`src/rtl/xm_mem_arbiter_if.sv`:
```
// Bundle of all request-side and memory-side signals of the two-port memory
// arbiter.
//   slave  : the arbiter's view. It takes the per-port requests and the
//            memory ack/read data, and drives status plus the memory request.
//   master : the environment's view (request sources plus memory), with every
//            direction reversed.
// Signals:
//   en_i/rw_i/byteOp_i          per-port request pulse, write flag, byte flag
//   adr0_i/adr1_i               per-port byte address
//   wdat0_i/wdat1_i             per-port write data
//   busy_o/done_o/err_o/rdat_o  per-port status and last read data
//   memReq_o/memWe_o/memBe_o    memory request, write enable, lane enables
//   memAdr_o/memWdat_o          word-aligned address, lane-placed write data
//   memAck_i/memRdat_i          memory completion and read data
interface xm_mem_arbiter_if #(
    parameter int unsigned WORD = 16
);
    logic [1:0]      en_i;
    logic [1:0]      rw_i;
    logic [1:0]      byteOp_i;
    logic [WORD-1:0] adr0_i;
    logic [WORD-1:0] adr1_i;
    logic [WORD-1:0] wdat0_i;
    logic [WORD-1:0] wdat1_i;
    logic [1:0]      busy_o;
    logic [1:0]      done_o;
    logic [1:0]      err_o;
    logic [WORD-1:0] rdat_o;
    logic            memReq_o;
    logic            memWe_o;
    logic [1:0]      memBe_o;
    logic [WORD-1:0] memAdr_o;
    logic [WORD-1:0] memWdat_o;
    logic            memAck_i;
    logic [WORD-1:0] memRdat_i;

    modport slave (
        input  en_i, rw_i, byteOp_i, adr0_i, adr1_i, wdat0_i, wdat1_i,
        input  memAck_i, memRdat_i,
        output busy_o, done_o, err_o, rdat_o,
        output memReq_o, memWe_o, memBe_o, memAdr_o, memWdat_o
    );

    modport master (
        output en_i, rw_i, byteOp_i, adr0_i, adr1_i, wdat0_i, wdat1_i,
        output memAck_i, memRdat_i,
        input  busy_o, done_o, err_o, rdat_o,
        input  memReq_o, memWe_o, memBe_o, memAdr_o, memWdat_o
    );
endinterface

```
`src/rtl/xm_mem_arbiter.sv`:
```
// Two-port memory arbiter. Port 0 is the CPU controller and port 1 is the
// DMA/debug port. Each port has a single pending slot. A slot is granted the
// single memory interface, with alternating priority on a tie, and the grant
// is held until the memory acks or the timeout expires.
// Ports:
//   clk_i   single clock, rising edge
//   arst_i  asynchronous active-low reset
//   bus     xm_mem_arbiter_if.slave (requests, status, memory bus)
// Parameters:
//   WORD     data/address width; lane logic assumes WORD >= 16
//   TIMEOUT  granted cycles without ack before the access is aborted (>= 1)
module xm_mem_arbiter #(
    parameter int unsigned WORD    = 16,
    parameter int unsigned TIMEOUT = 255
) (
    input logic             clk_i,
    input logic             arst_i,
    xm_mem_arbiter_if.slave bus
);
    localparam int unsigned   CntW    = (TIMEOUT > 1) ? $clog2(TIMEOUT) : 1;
    localparam logic [CntW-1:0] CntLast = CntW'(TIMEOUT - 1);

    typedef enum logic [1:0] {StIdle, StGrant0, StGrant1} state_e;

    state_e          state_q, state_d;
    logic            last_q, last_d;  // port granted most recently
    logic [CntW-1:0] cnt_q;
    logic [WORD-1:0] adr_q  [2];
    logic [WORD-1:0] wdat_q [2];
    logic [1:0]      rw_q, byte_q, busy_q, done_q, err_q;
    logic [WORD-1:0] rdat_q;

    logic            granted, sel, ack, timeout;
    logic [7:0]      rd_lane;
    logic            mem_req, mem_we;
    logic [1:0]      mem_be;
    logic [WORD-1:0] mem_adr, mem_wdat;

    assign granted = (state_q != StIdle);
    assign sel     = (state_q == StGrant1);
    assign ack     = granted & bus.memAck_i;
    // Ack wins over timeout when both land on the last allowed cycle.
    assign timeout = granted & ~bus.memAck_i & (cnt_q == CntLast);
    assign rd_lane = adr_q[sel][0] ? bus.memRdat_i[15:8] : bus.memRdat_i[7:0];

    // State register
    always_ff @(posedge clk_i or negedge arst_i) begin
        if (!arst_i) begin
            state_q <= StIdle;
            last_q  <= 1'b1;
        end else begin
            state_q <= state_d;
            last_q  <= last_d;
        end
    end

    // Next state: a pending slot is just a busy one, since busy only clears
    // on the edge that finishes the access.
    always_comb begin
        state_d = state_q;
        last_d  = last_q;
        unique case (state_q)
            StIdle: begin
                if (busy_q[0] && (!busy_q[1] || last_q)) begin
                    state_d = StGrant0;
                    last_d  = 1'b0;
                end else if (busy_q[1]) begin
                    state_d = StGrant1;
                    last_d  = 1'b1;
                end
            end
            StGrant0, StGrant1: begin
                if (ack || timeout) begin
                    state_d = StIdle;
                end
            end
            default: state_d = StIdle;
        endcase
    end

    // Memory-side outputs, driven only while granted
    always_comb begin
        mem_req  = 1'b0;
        mem_we   = 1'b0;
        mem_be   = 2'b00;
        mem_adr  = '0;
        mem_wdat = '0;
        if (granted) begin
            mem_req  = 1'b1;
            mem_we   = rw_q[sel];
            mem_adr  = {adr_q[sel][WORD-1:1], 1'b0};
            mem_wdat = wdat_q[sel];
            if (byte_q[sel]) begin
                mem_be         = adr_q[sel][0] ? 2'b10 : 2'b01;
                mem_wdat[15:8] = wdat_q[sel][7:0];
            end else begin
                mem_be = 2'b11;
            end
        end
    end

    // Slots, status flags, timeout counter and read data
    always_ff @(posedge clk_i or negedge arst_i) begin
        if (!arst_i) begin
            cnt_q  <= '0;
            rw_q   <= 2'b00;
            byte_q <= 2'b00;
            busy_q <= 2'b00;
            done_q <= 2'b00;
            err_q  <= 2'b00;
            rdat_q <= '0;
            for (int p = 0; p < 2; p++) begin
                adr_q[p]  <= '0;
                wdat_q[p] <= '0;
            end
        end else begin
            done_q <= 2'b00;
            if (!granted || ack || timeout) begin
                cnt_q <= '0;
            end else begin
                cnt_q <= cnt_q + CntW'(1);
            end
            // A request to a busy port is dropped and flagged; the slot keeps
            // the access already in flight.
            for (int p = 0; p < 2; p++) begin
                if (bus.en_i[p]) begin
                    if (busy_q[p]) begin
                        err_q[p] <= 1'b1;
                    end else begin
                        adr_q[p]  <= (p == 0) ? bus.adr0_i : bus.adr1_i;
                        wdat_q[p] <= (p == 0) ? bus.wdat0_i : bus.wdat1_i;
                        rw_q[p]   <= bus.rw_i[p];
                        byte_q[p] <= bus.byteOp_i[p];
                        busy_q[p] <= 1'b1;
                    end
                end
            end
            if (ack || timeout) begin
                busy_q[sel] <= 1'b0;
            end
            if (ack) begin
                done_q[sel] <= 1'b1;
                if (!rw_q[sel]) begin
                    rdat_q <= byte_q[sel] ? {{(WORD-8){1'b0}}, rd_lane} : bus.memRdat_i;
                end
            end
            if (timeout) begin
                err_q[sel] <= 1'b1;
            end
        end
    end

    assign bus.busy_o    = busy_q;
    assign bus.done_o    = done_q;
    assign bus.err_o     = err_q;
    assign bus.rdat_o    = rdat_q;
    assign bus.memReq_o  = mem_req;
    assign bus.memWe_o   = mem_we;
    assign bus.memBe_o   = mem_be;
    assign bus.memAdr_o  = mem_adr;
    assign bus.memWdat_o = mem_wdat;
endmodule
```
`src/flat_wrapper.sv`:
```
// flat-port wrapper written by rule: the top's interface ports become plain ports
module xm_mem_arbiter_flat 
#(
    parameter int unsigned WORD    = 16,
    parameter int unsigned TIMEOUT = 255
)
  (clk_i, arst_i, bus_en_i, bus_rw_i, bus_byteOp_i, bus_adr0_i, bus_adr1_i, bus_wdat0_i, bus_wdat1_i, bus_memAck_i, bus_memRdat_i, bus_busy_o, bus_done_o, bus_err_o, bus_rdat_o, bus_memReq_o, bus_memWe_o, bus_memBe_o, bus_memAdr_o, bus_memWdat_o);
  xm_mem_arbiter_if #(.WORD(WORD)) bus_i ();
  input logic clk_i;
  input logic arst_i;
  input wire logic [$bits(bus_i.en_i)-1:0] bus_en_i;
  input wire logic [$bits(bus_i.rw_i)-1:0] bus_rw_i;
  input wire logic [$bits(bus_i.byteOp_i)-1:0] bus_byteOp_i;
  input wire logic [$bits(bus_i.adr0_i)-1:0] bus_adr0_i;
  input wire logic [$bits(bus_i.adr1_i)-1:0] bus_adr1_i;
  input wire logic [$bits(bus_i.wdat0_i)-1:0] bus_wdat0_i;
  input wire logic [$bits(bus_i.wdat1_i)-1:0] bus_wdat1_i;
  input wire logic [$bits(bus_i.memAck_i)-1:0] bus_memAck_i;
  input wire logic [$bits(bus_i.memRdat_i)-1:0] bus_memRdat_i;
  output wire logic [$bits(bus_i.busy_o)-1:0] bus_busy_o;
  output wire logic [$bits(bus_i.done_o)-1:0] bus_done_o;
  output wire logic [$bits(bus_i.err_o)-1:0] bus_err_o;
  output wire logic [$bits(bus_i.rdat_o)-1:0] bus_rdat_o;
  output wire logic [$bits(bus_i.memReq_o)-1:0] bus_memReq_o;
  output wire logic [$bits(bus_i.memWe_o)-1:0] bus_memWe_o;
  output wire logic [$bits(bus_i.memBe_o)-1:0] bus_memBe_o;
  output wire logic [$bits(bus_i.memAdr_o)-1:0] bus_memAdr_o;
  output wire logic [$bits(bus_i.memWdat_o)-1:0] bus_memWdat_o;
  assign bus_i.en_i = bus_en_i;
  assign bus_i.rw_i = bus_rw_i;
  assign bus_i.byteOp_i = bus_byteOp_i;
  assign bus_i.adr0_i = bus_adr0_i;
  assign bus_i.adr1_i = bus_adr1_i;
  assign bus_i.wdat0_i = bus_wdat0_i;
  assign bus_i.wdat1_i = bus_wdat1_i;
  assign bus_i.memAck_i = bus_memAck_i;
  assign bus_i.memRdat_i = bus_memRdat_i;
  assign bus_busy_o = bus_i.busy_o;
  assign bus_done_o = bus_i.done_o;
  assign bus_err_o = bus_i.err_o;
  assign bus_rdat_o = bus_i.rdat_o;
  assign bus_memReq_o = bus_i.memReq_o;
  assign bus_memWe_o = bus_i.memWe_o;
  assign bus_memBe_o = bus_i.memBe_o;
  assign bus_memAdr_o = bus_i.memAdr_o;
  assign bus_memWdat_o = bus_i.memWdat_o;
  xm_mem_arbiter #(.WORD(WORD), .TIMEOUT(TIMEOUT)) u_core (.clk_i(clk_i), .arst_i(arst_i), .bus(bus_i));
endmodule
```
`config.mk`:
```
export PLATFORM = sky130hd
export DESIGN_NAME = xm_mem_arbiter_flat
export DESIGN_NICKNAME = d
export VERILOG_FILES = /design/src/rtl/xm_mem_arbiter_if.sv /design/src/rtl/xm_mem_arbiter.sv /design/src/flat_wrapper.sv
export SDC_FILE = /design/constraint.sdc
export NUM_CORES = 1
export LEC_CHECK = 0
export ABC_AREA = 1
export CORE_MARGIN = 8
export CORE_UTILIZATION = 50
export CTS_BUF_LIST = sky130_fd_sc_hd__clkbuf_4 sky130_fd_sc_hd__clkbuf_8 sky130_fd_sc_hd__clkbuf_16
export DETAILED_ROUTE_END_ITERATION = 8
export PLACE_DENSITY = 0.85
export SYNTH_ARGS = -nofsm -noshare
export SYNTH_HDL_FRONTEND = slang
export SYNTH_SLANG_ARGS = --single-unit
```
`constraint.sdc`:
```
create_clock -name clk_i -period 4.1 [get_ports clk_i]
set_clock_uncertainty 0.05 [all_clocks]
set_input_delay 0.82 -clock clk_i [delete_from_list [all_inputs] [get_ports clk_i]]
set_output_delay 0.82 -clock clk_i [all_outputs]
set_load 0.02 [all_outputs]
```
==> results of run 1 <==
==> per-layer routing <==
metal	global-route usage [%]	part of all wire [%]	up-vias
met2	34.6	52	134
met1	22.5	40	1826
met4	8.18	1.8	0
met5	0	0	-
met3	4.62	6.3	15
li1	-	-	1774
==> cell usage in the layout, fill, tap and decap left out, types with 4 or more instances in the layout <==
cell and count:
buf_4 4, a31oi_1 8, o21ai_0 26, clkbuf_8 9, a21oi_1 16, o21ai_1 8
mux2i_1 8, nand2_1 62, nand3_1 24, mux2_2 66, nor2_1 66, inv_1 17
dfrtp_1 100, clkdlybuf4s50_1 144, nand2_2 5
==> synthesized netlist by cell type (2+ instances only) <==
cell        n  area [um2]
dfrtp_1   100        2500
mux2_2     66         743
nor2_1     66         248
nand2_1    62         233
o21ai_0    26         130
nand3_1    24         120
inv_1      17        63.8
a21oi_1    16        80.1
buf_4      11        82.6
a31oi_1     8        50.1
mux2i_1     8        80.1
o21ai_1     8        40.0
nand2_2     5        31.3
buf_2       4        20.0
clkbuf_1    4        15.0
ha_1        4        50.1
inv_2       3        11.3
nor3b_1     3        22.5
buf_6       2        22.5
o21ai_2     2        17.5
o221ai_1    2        17.5
==> kinds of logic (layout without fill, tap and decap cells) <==
kind of cell             after synthesis  count (layout)  share of synthesized area (%)
multiplexers                          74              74                           17.7
XOR/XNOR                               2               2                          0.376
other                                  1               1                         0.0805
adder cells (fa/ha/maj)                4               4                           1.07
AND/OR/NAND/NOR                      163             163                           14.7
buffers and inverters                 42             184                           4.70
AO/OA/AOI/OAI                         62              62                           7.19
flip-flops                           101             101                           54.3
==> cell type report <==
cell class | count | share of cell area, %
Inverter | 20 | 1.19
Clock inverter | 7 | 0.892
Tap cell | 111 | 2.20
Multi-Input combinational cell | 306 | 30.4
Sequential cell | 101 | 40.1
Clock buffer | 9 | 1.96
Timing Repair Buffer | 148 | 23.3
==> worst max-delay path, cell delays in order (launching register included) <==
cell and delay (ns):
dfrtp_1 0.39, inv_1 0.08, ha_2 0.44, buf_4 0.37, nand2_1 0.08, nand2_1 0.07
o21ai_1 0.06, a21oi_1 0.17, clkdlybuf4s50_1 0.63
==> state kept, by name, indices dropped and copies added, names as in the netlist, 8 cells and up <==
| signal | cells |
|---|---|
| u_core.adr_q | 32 |
| u_core.wdat_q | 32 |
| u_core.cnt_q | 8 |
| u_core.bus.rdat_o | 16 |
==> worst min path at each step <==
stage	slack, ns	from	end
2_1_floorplan	0.39	u_core.state_q[0]	u_core.state_q[0]
3_3_place_gp	0.40	u_core.state_q[0]	u_core.state_q[0]
3_5_place_dp	0.41	u_core.state_q[0]	u_core.state_q[0]
4_1_cts	0.43	u_core.state_q[0]	u_core.state_q[0]
5_1_grt	0.48	u_core.adr_q[18]	u_core.adr_q[18]
6_report	0.43	u_core.state_q[0]	u_core.state_q[0]
==> metrics by stage <==
| stage | hold WS, ns | setup slack [ns] | cell area, um2 | util [%] | total power, W |
|---|---|---|---|---|---|
| final | 0.434 | 0.572 | 6310 | 68.9 | 0.00483 |
| after global routing | 0.476 | 0.382 | 6310 | 68.9 | 0.00513 |
| after CTS | 0.434 | 0.560 | 6310 | 68.9 | 0.00486 |
| after detailed placement | 0.411 | 0.971 | 6130 | 67.0 | 0.00427 |
| after global placement | 0.405 | 1.04 | 6130 | 67.0 | 0.00417 |
| after floorplan | 0.392 | 1.68 | 4660 | - | 0.00325 |
==> power by group through the flow <==
stage / Combinational [W] / Clock [W] / Sequential (W)
floorplan: 0.00150 / 0 / 0.00175
finish: 0.00255 / 0.000581 / 0.00170
global placement: 0.00249 / 0 / 0.00168
CTS: 0.00257 / 0.000598 / 0.00169
global route: 0.00274 / 0.000646 / 0.00175
detailed placement: 0.00256 / 0 / 0.00171
==> run_results.csv, run 1 <==
group,metric,value,unit
layout,layout-drive-gt1-share,16.9,%
hold_path,whs_path_depth,2,
placement,place_inst,686,
synth,synthCells,449,
layout,area_growth,35.4,%
clock_network,clk_pin_slew,0.10,ns
power_and_ir_drop,p_comb_share,52.8,%
clock_network,cts_root_buf,"clkbuf_8",
floorplanning,die_h,113,um
routing,routed_via_density,5.34,
sta,min_period,3.53,ns
clock_network,cts_tree,"yes",
routing,via_count,3749,
floorplanning,ios,147,
synth,yosysWarnings,0,
synth,synth-edff-count,0,
synth,ys_ff_latch,101,
clock_network,cts_max_level,3,
synth,syn_avg_cell_area,10.4,um2
setup_path,cp-endpoint,"bus_memWdat_o[14]",
power_and_ir_drop,ir_drop,0.412,mV
setup_path,required,3.23,ns
clock_network,tritoncts.num_buffers,9,
global_route,overflow,0,
floorplanning,die_area,12700,um2
clock_network,clk_latency,0.35,ns
sta,hold_viol,0,
routing,drt_iter0_drc,195,
synth,yosysUniqueCellTypes,29,
setup_path,crit_arrival,2.66,ns
power_and_ir_drop,power_frac_clock,12.0,%
setup_path,critical_path_class,"reg -> out",
setup_path,startpoint,"u_core.state_q[0]",
global_route,antenna_found_initial,0,
floorplanning,fp-row-count,35,
setup_path,reg2reg_to,"u_core.bus.rdat_o[1]",
global_route,track_usage,19.7,%
hold_path,hold_path_class,"reg -> reg",
synth,synthFlopType,"dfrtp_1",
floorplanning,core,9150,um2
global_route,grt_pass1_vias,3990,
synth,synth_area,4660,um2
layout,antenna_cells,0,
placement,hpwl,9210,um
routing,ant_nets,0,
layout,fill_cells,681,
floorplanning,start_util,50.9,%
clock_network,cts_sinks,101,
layout,regArea,2530,um2
setup_path,r2r_start,"u_core.state_q[1]",
setup_path,critPathMaxFanout,22,
sta,max_slew_margin,31.6,%
sta,tightest_slew,1.03,ns
sta,max_freq,283,MHz
power_and_ir_drop,swShare,41.0,%
power_and_ir_drop,p_leak,2.78,nW
layout,finalNonFillerCells,702,
clock_network,postCtsSetupBuffers,0,
global_route,grt_max_degree,83,
power_and_ir_drop,power.internal,0.00285,W
layout,layout.nets,679,
routing,drc,0,
sta,final-setup-viol-count,0,
synth,syn_nets,542,
setup_path,r2r_cells,7,
floorplanning,die_w,113,um
layout,multi_input_area,1920,um2
run_status,status,"finished clean",
synth,async_flop_share,100,%
synth,synth_seq_area_share,54.3,%
clock_network,cts.path.max_buffers,2,
routing,post_drt_wl_per_cell,17.8,um
sta,setup_tns,0,ns
placement,gp_congestion,0.816,
sta,period_share,86.1,%
setup_path,crit_path_start_kind,"flop",
setup_path,endpoint_kind,"primary output",
placement,port_buffers,145,
power_and_ir_drop,p_sw,0.00198,W
global_route,grt_pass1_wl,20000,um
routing,drtPass1Iterations,7,
clock_network,cts_hold_buf,0,
sta,report.final.slew_viol_count,0,
power_and_ir_drop,seqPwrFrac,35.2,%
routing,wirelength,12500,um
setup_path,rrSetupSlack,1.67,ns
sta,rsz0062_at_grt,"false",
clock_network,cts_resized,0,
run,max_cap_violations,0,
power_and_ir_drop,p_per_area,765,nW/um2
Note: power is estimated with default switching activity, not from simulation.
==> run 2: changes to the inputs <==
--- a/config.mk
+++ b/config.mk
@@ -6,11 +6,13 @@
 export NUM_CORES = 1
 export LEC_CHECK = 0
 export ABC_AREA = 1
+export CORE_ASPECT_RATIO = 0.8
 export CORE_MARGIN = 8
 export CORE_UTILIZATION = 50
 export CTS_BUF_LIST = sky130_fd_sc_hd__clkbuf_4 sky130_fd_sc_hd__clkbuf_8 sky130_fd_sc_hd__clkbuf_16
 export DETAILED_ROUTE_END_ITERATION = 8
 export PLACE_DENSITY = 0.85
+export SETUP_SLACK_MARGIN = 0.3
 export SYNTH_ARGS = -nofsm -noshare
 export SYNTH_HDL_FRONTEND = slang
 export SYNTH_SLANG_ARGS = --single-unit
==> run_results.csv, run 2 (synthesized netlist as in run 1, its figures left out) <==
group,metric,value,unit
run_status,status,"finished clean",
layout,final_common_cell,"clkdlybuf4s50_1",
sta,setup_tns,0,ns
floorplanning,core,9080,um2
clock_network,cts_sinks,101,
layout,area_growth,38.1,%
setup_path,crit_top_cell,"inv_1",
run,max_cap_violations,0,
power_and_ir_drop,p_leak,2.84,nW
power_and_ir_drop,ir_drop,0.429,mV
floorplanning,die_h,102,um
routing,post_drt_wl_per_cell,17.6,um
clock_network,cts_root_buf,"clkbuf_16",
sta,tightest_slew,0.900,ns
clock_network,postCtsSetupBuffers,0,
layout,layout.nets,681,
clock_network,clk_latency,0.34,ns
floorplanning,ios,147,
power_and_ir_drop,p_per_area,783,nW/um2
setup_path,cpMaxStageDelayCell,"clkdlybuf4s50_1",
global_route,antenna_found_initial,0,
routing,ant_nets,0,
setup_path,required,3.23,ns
floorplanning,fp-row-count,31,
power_and_ir_drop,power,0.00504,W
sta,final-setup-viol-count,0,
clock_network,cts_max_level,3,
clock_network,tritoncts.num_buffers,9,
floorplanning,die_area,12700,um2
power_and_ir_drop,swShare,39.3,%
power_and_ir_drop,p_sw,0.00198,W
sta,hold_viol,0,
sta,max_freq,291,MHz
setup_path,endpoint_kind,"primary output",
layout,layout-drive-gt1-share,17.2,%
placement,gp_congestion,0.855,
routing,routed_via_density,5.33,
setup_path,critical_path_class,"reg -> out",
setup_path,critPathMaxFanout,23,
clock_network,cts.path.max_buffers,2,
global_route,overflow,0,
sta,min_period,3.44,ns
placement,port_buffers,145,
global_route,grt_pass1_vias,3913,
routing,drt_iter0_drc,274,
global_route,grt_max_degree,40,
global_route,track_usage,19.7,%
sta,report.final.slew_viol_count,0,
placement,hpwl,9130,um
layout,antenna_cells,0,
routing,drc,0,
power_and_ir_drop,p_comb_share,50.9,%
floorplanning,die_w,124,um
hold_path,hold_path_class,"in -> async",
routing,wirelength,12400,um
setup_path,crit_family,"buffers and inverters",
power_and_ir_drop,power.internal,0.00306,W
setup_path,crit_path_start_kind,"flop",
setup_path,critPathMaxStageDelay,0.61,ns
global_route,grt_pass1_wl,19500,um
setup_path,cp_cell_sequence,"inv_1, ha_4, buf_4, nand2_1, o21ai_2, inv_1, nor2_1, clkdlybuf4s50_1",
setup_path,cp_num_buf_inv,4,
routing,drtPass1Iterations,4,
routing,via_count,3776,
power_and_ir_drop,power_frac_clock,15.6,%
power_and_ir_drop,seqPwrFrac,33.5,%
clock_network,clk_pin_slew,0.07,ns
sta,period_share,83.8,%
setup_path,crit_arrival,2.57,ns
sta,rsz0062_at_grt,"false",
layout,mostFrequentLayoutCells,"144 x clkdlybuf4s50_1, 100 x dfrtp_1, 66 x nor2_1, 66 x mux2_2, 62 x nand2_1",
sta,max_slew_margin,39.8,%
floorplanning,start_util,51.4,%
clock_network,cts_tree,"yes",
## run 2: area by class of cell
class,instances,area (um2)
repair buffers,150,1490
well taps,115,144
clock buffers,11,240
inverters,20,75.1
flip-flops and latches,101,2530
clock inverters,5,37.5
fillers,682,2640
multi-input cells,306,1930
## run 2: metal layers
layer / vias to the layer above / part of all wire (%) / track usage, % / routed length [um]
met4: 0 / 1.5 / 5.66 / 188
met1: 1845 / 42 / 23.7 / 5250
met5: - / 0 / 0 / 0
li1: 1783 / - / - / -
met3: 15 / 7.8 / 5.14 / 968
met2: 133 / 48 / 34.2 / 6030
## run 2: final timing paths
kind / start / to / slack, ns / depth (start not counted)
max: u_core.state_q[0] / bus_memWe_o / 0.66 / 8
min: arst_i / u_core.adr_q[23] / 0.34 / 1
max reg2reg: u_core.state_q[1] / u_core.bus.rdat_o[8] / 1.89 / 7
min reg2reg: u_core.state_q[0] / u_core.state_q[0] / 0.43 / 2
max in group asynchronous: arst_i / u_core.wdat_q[24] / 2.84 / 2
min in group clk_i: u_core.state_q[0] / u_core.state_q[0] / 0.43 / 2
## run 2: power by group through the flow
stage	clock network [W]	registers [W]	logic, W
global route	0.000837	0.00174	0.00278
detailed placement	0	0.00170	0.00258
global placement	0	0.00167	0.00250
floorplan	0	0.00175	0.00150
finish	0.000787	0.00169	0.00257
CTS	0.000802	0.00168	0.00259
## run 2: stage by stage
step / worst slack (ns) / std cells / area (um2) / hold WS [ns] / utilization [%]
6_report: 0.663 / 708 / 6440 / 0.340 / 70.9
5_1_grt: 0.446 / 708 / 6440 / 0.364 / 70.9
4_1_cts: 0.455 / 708 / 6430 / 0.344 / 70.8
3_5_place_dp: 0.817 / 692 / 6150 / 0.417 / 67.8
3_3_place_gp: 0.890 / 692 / 6150 / 0.410 / 67.8
2_1_floorplan: 1.68 / 449 / 4660 / 0.392 / -
## run 2: timing repair
action | 4_1_cts | 5_1_grt
setup endpoints to repair | 0 | 2
resized for setup | 0 | 1
hold buffers | 0 | 0
